File: src/rtl/dcache_ctrl.sv
// rtl/dcache_ctrl.sv - 2-way data-cache controller: hit/miss sequencing, write-back, refill and statistics
module dcache_ctrl #(
    parameter int MEM_ACK_TIMEOUT = 255
) (
    input  logic         clk_i,
    input  logic         rst_i,
    input  logic [31:0]  cpu_addr_i,
    input  logic [31:0]  cpu_data_i,
    input  logic         cpu_read_i,
    input  logic         cpu_write_i,
    output logic [31:0]  cpu_data_o,
    output logic         cpu_stall_o,
    output logic [3:0]   sram_addr_o,
    output logic [24:0]  sram_tag_o,
    output logic [255:0] sram_data_o,
    output logic         sram_enable_o,
    output logic         sram_write_o,
    input  logic [24:0]  sram_tag_i,
    input  logic [255:0] sram_data_i,
    input  logic         sram_hit_i,
    output logic [31:0]  mem_addr_o,
    output logic [255:0] mem_data_o,
    output logic         mem_enable_o,
    output logic         mem_write_o,
    input  logic [255:0] mem_data_i,
    input  logic         mem_ack_i,
    output logic [31:0]  hit_cnt_o,
    output logic [31:0]  miss_cnt_o,
    output logic         err_o
);

    typedef enum logic [2:0] {IDLE, MISS, WRITEBACK, FILL, REFILL} state_t;
    localparam int CW = $clog2(MEM_ACK_TIMEOUT + 1);

    state_t         state_q, state_d;
    logic [22:0]    tag_q;
    logic [3:0]     idx_q;
    logic [24:0]    vtag_q;
    logic [255:0]   line_q;
    logic           refill_q;
    logic [31:0]    hit_cnt_q, miss_cnt_q;
    logic           err_q;
    logic [CW-1:0]  wait_q;

    logic           req, hit_inc, miss_inc, waiting;
    logic [7:0]     word_lsb;
    logic [255:0]   merged;
    logic           unused_ok;

    assign req       = cpu_read_i | cpu_write_i;
    assign word_lsb  = {cpu_addr_i[4:2], 5'b0};
    assign waiting   = (state_q == WRITEBACK) || (state_q == FILL);
    assign unused_ok = ^cpu_addr_i[1:0];

    always_comb begin
        merged = sram_data_i;
        merged[word_lsb +: 32] = cpu_data_i;
    end

    always_comb begin
        state_d       = state_q;
        cpu_data_o    = '0;
        cpu_stall_o   = 1'b1;
        sram_addr_o   = idx_q;
        sram_tag_o    = '0;
        sram_data_o   = '0;
        sram_enable_o = 1'b0;
        sram_write_o  = 1'b0;
        mem_addr_o    = '0;
        mem_data_o    = '0;
        mem_enable_o  = 1'b0;
        mem_write_o   = 1'b0;
        hit_inc       = 1'b0;
        miss_inc      = 1'b0;
        case (state_q)
            IDLE: begin
                cpu_stall_o   = 1'b0;
                sram_addr_o   = cpu_addr_i[8:5];
                sram_enable_o = req;
                if (req && sram_hit_i) begin
                    hit_inc = ~refill_q;
                    if (cpu_write_i) begin
                        sram_write_o = 1'b1;
                        sram_data_o  = merged;
                        sram_tag_o   = {2'b11, cpu_addr_i[31:9]};
                    end else begin
                        cpu_data_o = sram_data_i[word_lsb +: 32];
                    end
                end else if (req) begin
                    cpu_stall_o = 1'b1;
                    miss_inc    = 1'b1;
                    state_d     = MISS;
                end
            end
            MISS: state_d = (vtag_q[24] && vtag_q[23]) ? WRITEBACK : FILL;
            WRITEBACK: begin
                mem_enable_o = 1'b1;
                mem_write_o  = 1'b1;
                mem_addr_o   = {vtag_q[22:0], idx_q, 5'b0};
                mem_data_o   = line_q;
                if (mem_ack_i) state_d = FILL;
            end
            FILL: begin
                mem_enable_o = 1'b1;
                mem_addr_o   = {tag_q, idx_q, 5'b0};
                if (mem_ack_i) state_d = REFILL;
            end
            REFILL: begin
                sram_enable_o = 1'b1;
                sram_write_o  = 1'b1;
                sram_tag_o    = {2'b10, tag_q};
                sram_data_o   = line_q;
                state_d       = IDLE;
            end
            default: state_d = IDLE;
        endcase
        // Outputs are forced quiet while reset is asserted, even with a CPU request present.
        if (!rst_i) begin
            cpu_data_o    = '0;
            cpu_stall_o   = 1'b0;
            sram_addr_o   = '0;
            sram_tag_o    = '0;
            sram_data_o   = '0;
            sram_enable_o = 1'b0;
            sram_write_o  = 1'b0;
            hit_inc       = 1'b0;
            miss_inc      = 1'b0;
        end
    end

    always_ff @(posedge clk_i or negedge rst_i) begin
        if (!rst_i) begin
            state_q    <= IDLE;
            tag_q      <= '0;
            idx_q      <= '0;
            vtag_q     <= '0;
            line_q     <= '0;
            refill_q   <= 1'b0;
            hit_cnt_q  <= '0;
            miss_cnt_q <= '0;
            err_q      <= 1'b0;
            wait_q     <= '0;
        end else begin
            state_q <= state_d;
            if (hit_inc)  hit_cnt_q  <= hit_cnt_q + 32'd1;
            if (miss_inc) miss_cnt_q <= miss_cnt_q + 32'd1;
            if (state_q == REFILL)
                refill_q <= 1'b1;
            else if (state_q == IDLE && req)
                refill_q <= 1'b0;
            if (miss_inc) begin
                tag_q  <= cpu_addr_i[31:9];
                idx_q  <= cpu_addr_i[8:5];
                vtag_q <= sram_tag_i;
                line_q <= sram_data_i;
            end
            // The victim line has been written back by now, so the fill reuses its register.
            if (state_q == FILL && mem_ack_i) line_q <= mem_data_i;
            if (state_d != state_q)
                wait_q <= '0;
            else if (waiting && wait_q != CW'(MEM_ACK_TIMEOUT))
                wait_q <= wait_q + 1'b1;
            if (waiting && !mem_ack_i && wait_q == CW'(MEM_ACK_TIMEOUT - 1))
                err_q <= 1'b1;
        end
    end

    assign hit_cnt_o  = hit_cnt_q;
    assign miss_cnt_o = miss_cnt_q;
    assign err_o      = err_q;

endmodule

File: config.mk
export PLATFORM = sky130hd
export DESIGN_NAME = dcache_ctrl
export DESIGN_NICKNAME = d
export VERILOG_FILES = /design/src/rtl/dcache_ctrl.sv
export SDC_FILE = /design/constraint.sdc
export NUM_CORES = 2
export LEC_CHECK = 0
export ABC_AREA = 1
export ABC_CLOCK_PERIOD_IN_PS = 3290
export BUFFER_PORTS_ARGS = -buffer_cell sky130_fd_sc_hd__buf_4
export CAP_MARGIN = 10
export CORE_AREA = 2 2 501 503
export DETAILED_ROUTE_END_ITERATION = 12
export DIE_AREA = 0 0 503 505
export PLACE_DENSITY = 0.4
export SETUP_SLACK_MARGIN = 0.1
export SYNTH_ARGS = -nofsm -noshare
export SYNTH_HDL_FRONTEND = slang
export SYNTH_SLANG_ARGS = --single-unit
File: constraint.sdc
create_clock -name clk_i -period 3.29 [get_ports clk_i]
set_input_delay 0.1645 -clock clk_i [delete_from_list [all_inputs] [get_ports clk_i]]
set_output_delay 0.1645 -clock clk_i [all_outputs]
set_load 0.02 [all_outputs]
==> run_results.csv <==
group,metric,value,unit
worst_hold_path,holdPathEnd,"hit_cnt_o[24]$_DFFE_PN0P_",
worst_setup_path,startpoint_type,"register",
floorplanning,die_w,503,um
clocking,cts_tree,"yes",
pwr,switchingPower,16.73,mW
worst_hold_path,worstHoldPathCells,5,
floorplanning,ios,1282,
yosys,syn-instance-count,4452,
route,avgViaCountPerCell,4.357,
worst_setup_path,reg2reg_to,"line_q[71]$_DFFE_PN0P_",
route,firstDrtPassIters,6,
sta,hold_viol,0,
yosys,yosys_warnings,0,
pwr,p_int,18.64,mW
pwr,seq_power_share,23.6,%
pwr,clock_power_share,20.0,%
clocking,clkTransAtPathRegs,0.06,ns
grt,antenna_found_initial,148,
route,routedWlPerCell,35.63,um
floorplanning,core_area,0.2482,mm^2
clocking,clock_path_buffers,3,
route,drtIter0Drc,3783,
sta,tns,0,ns
yosys,ys_seq_area_share,33.44,%
worst_setup_path,end_kind,"primary output",
worst_setup_path,crit_path_max_fanout,33,
worst_setup_path,cp.arrival,2.95,ns
place,place_congestion,0.9350,
job,max_cap_viol_count,0,
route,drcViolationCount,0,
yosys,synth_enable_flop_cells,0,
floorplanning,num_rows,183,
grt,grt_pass1_vias,41250,
sta,rsz0062_at_grt,"false",
floorplanning,dieArea,0.2540,mm^2
yosys,avgSynthCellArea,6.472,um^2
worst_setup_path,cp.required,3.13,ns
final_layout,layout_common_cells,"1,380 x buf_4, 1,190 x nand2_1, 566 x dlygate4sd3_1, 530 x inv_1, 451 x o211ai_1",
worst_setup_path,reg2reg_depth,10,
worst_setup_path,r2r_start,"state_q[1]$_DFF_PN0_",
yosys,synth_area_leaders,"dfrtp_1 33%, nand2_1 16%, o211ai_1 12%",
grt,track_usage,25.87,%
place,dpl.hpwl,275.5,mm
worst_setup_path,slowest_delay,0.43,ns
worst_hold_path,hold_path.startpoint,"sram_hit_i",
final_layout,areaGrowthSynthToFinish,78.07,%
place,portBuffers,1274,
final_layout,final_common_cell,"buf_4",
final_layout,nets,6789,
pwr,p_leak,23.21,nW
grt,grt_pass1_wl,430.5,mm
grt,overflow,0,
sta,setup_violations,0,
yosys,yosysTopAreaCell,"dfrtp_1",
final_layout,n_fill_cell,28490,
run_status,status,"completed",
pwr,power,35.37,mW
clocking,clock_latency,0.74,ns
worst_setup_path,path_common_cell,"buf_12",
pwr,p_sw_share,47.29,%
sta,fin_skew,0.07371,ns
yosys,synth-async-reset-ratio,100.0,%
grt,grt_start_max_net_pins,132,
route,routed_wl,343.2,mm
sta,finalCritPeriodShare,94.52,%
clocking,clock-root-buffer,"clkbuf_16",
yosys,synth_ff_type,"dfrtp_1",
sta,drv_slew,0,
yosys,ys_seq_elements,385,
worst_setup_path,rrSetupSlack,0.28,ns
route,via_count,41970,
yosys,yosys.area.top_type_share,33.44,%
clocking,cts_max_level,2,
worst_hold_path,min_path_type,"input pin to register",
pwr,ir_drop,0.4901,mV
route,drtAntennaViolNets,0,
pwr,combPwrFrac,56.5,%
floorplanning,start_util,11.61,%
sta,tightest_slew,1.077,ns
worst_setup_path,critPathSlowestCell,"dfrtp_2",
floorplanning,die_h,505,um
clocking,numClockSinks,385,
sta,fmax,321.6,MHz
yosys,synth_cell_types,35,
pwr,powerDensity,689.4,mW/mm^2
worst_setup_path,path_cells,"nor2_4, nand2_4, nor3_4, buf_12, buf_16, buf_12, o211ai_1, a21oi_2, buf_4",
yosys,syn-cell-area,0.02881,mm^2
final_layout,drive_above_1_share,25.90,%
sta,finalCriticalPeriod,3.110,ns
clocking,cts-buffers-inserted,59,
sta,slew_headroom,27.47,%
worst_setup_path,path_class,"register to primary output",
-- through the flow --
step / util, % / instance area, um^2 / cells / setup slack (ns) / hold WS (ns)
detailed placement: 17.18 / 42650 / 8848 / 0.2469 / 0.08297
global route: 20.62 / 51180 / 9581 / 0.1144 / 0.004560
floorplan: - / 28830 / 4456 / 0.4690 / -0.1311
finish: 20.67 / 51300 / 9632 / 0.1803 / 0.008599
global placement: 17.18 / 42650 / 8848 / 0.1417 / 0.08160
CTS: 20.54 / 50970 / 9542 / 0.03674 / 0.008627
-- cells by family after synthesis --
logic type | share of synthesized area (%)
other | 0.01302
buffers and inverters | 12.59
XOR/XNOR | 1.064
flip-flops | 33.44
AO/OA/AOI/OAI | 25.24
AND/OR/NAND/NOR | 27.34
adder cells (fa/ha/maj) | 0.3040
-- Yosys cell counts, types with 28 or more instances --
master and n:
a21oi_1 435, a31oi_1 32, buf_1 28, buf_2 116
buf_4 28, clkbuf_1 185, dfrtp_1 385, inv_1 534
nand2_1 1195, nand3_1 268, nor2_1 414, o211ai_1 451
o21ai_0 142, o22ai_1 58
-- how the worst max path moves through the flow --
| stage | slack [ns] | to | cells past startpoint | startpoint |
|---|---|---|---|---|
| final | 0.18 | sram_data_o[165] | 9 | state_q[1]$_DFF_PN0_ |
| after global routing | 0.11 | sram_data_o[215] | 10 | state_q[1]$_DFF_PN0_ |
| after CTS | 0.04 | sram_data_o[252] | 9 | state_q[0]$_DFF_PN0_ |
| after detailed placement | 0.25 | sram_data_o[252] | 10 | cpu_addr_i[2] |
| after global placement | 0.14 | sram_data_o[252] | 10 | cpu_addr_i[2] |
| after floorplan | 0.47 | sram_data_o[196] | 13 | cpu_addr_i[2] |
-- critical path, delay by kind of cell, from the launching register on --
family,cells,cell delay [ns]
AOI/OAI and AO/OA,2,0.53
buffers and inverters,4,0.80
DFF,1,0.43
and+or+nand+nor,3,0.36
-- sequential cells by signal, summed over array words and instances (netlist names) --
signal	cells
hit_cnt_o	32
vtag_q	25
wait_q	8
idx_q	4
miss_cnt_o	32
err_o	1
state_q	3
refill_q	1
tag_q	23
line_q	256
-- power groups by stage --
stage	Clock [mW]	Combinational, mW	Sequential, mW
after floorplan	0	8.13	7.65
after global placement	0	16.6	8.34
after detailed placement	0	16.6	8.37
after CTS	7.25	19.9	8.30
after global routing	7.41	21.1	8.52
final	7.06	20.0	8.33
-- layer usage --
| layer | share of wire, % | vias up | track usage (%) |
|---|---|---|---|
| met3 | 9.5 | 513 | 8.546 |
| met1 | 41 | 20730 | 31.75 |
| li1 | - | 18340 | - |
| met4 | 5.8 | 44 | 12.96 |
| met5 | 0.085 | - | 0 |
| met2 | 44 | 2338 | 40.20 |
-- area by class of cell --
cell class,instances,area [um^2],area share (%)
Tap cell,3330,4167,8.121
Sequential cell,385,9637,18.78
Antenna cell,86,215.2,0.4195
Clock buffer,79,1692,3.297
Multi-Input combinational cell,3173,15790,30.77
Inverter,540,2047,3.990
Timing Repair Buffer,2016,17410,33.94
Clock inverter,23,347.8,0.6780
-- what timing repair did --
action,4_1_cts,5_1_grt
gates cloned,6,2
setup buffers,19,1
endpoints found under the setup margin,263,138
hold endpoints to repair,411,0
pin swaps,10,3
hold buffers,567,0
gates resized for setup,55,11
Power figures use the tool's default switching activity.
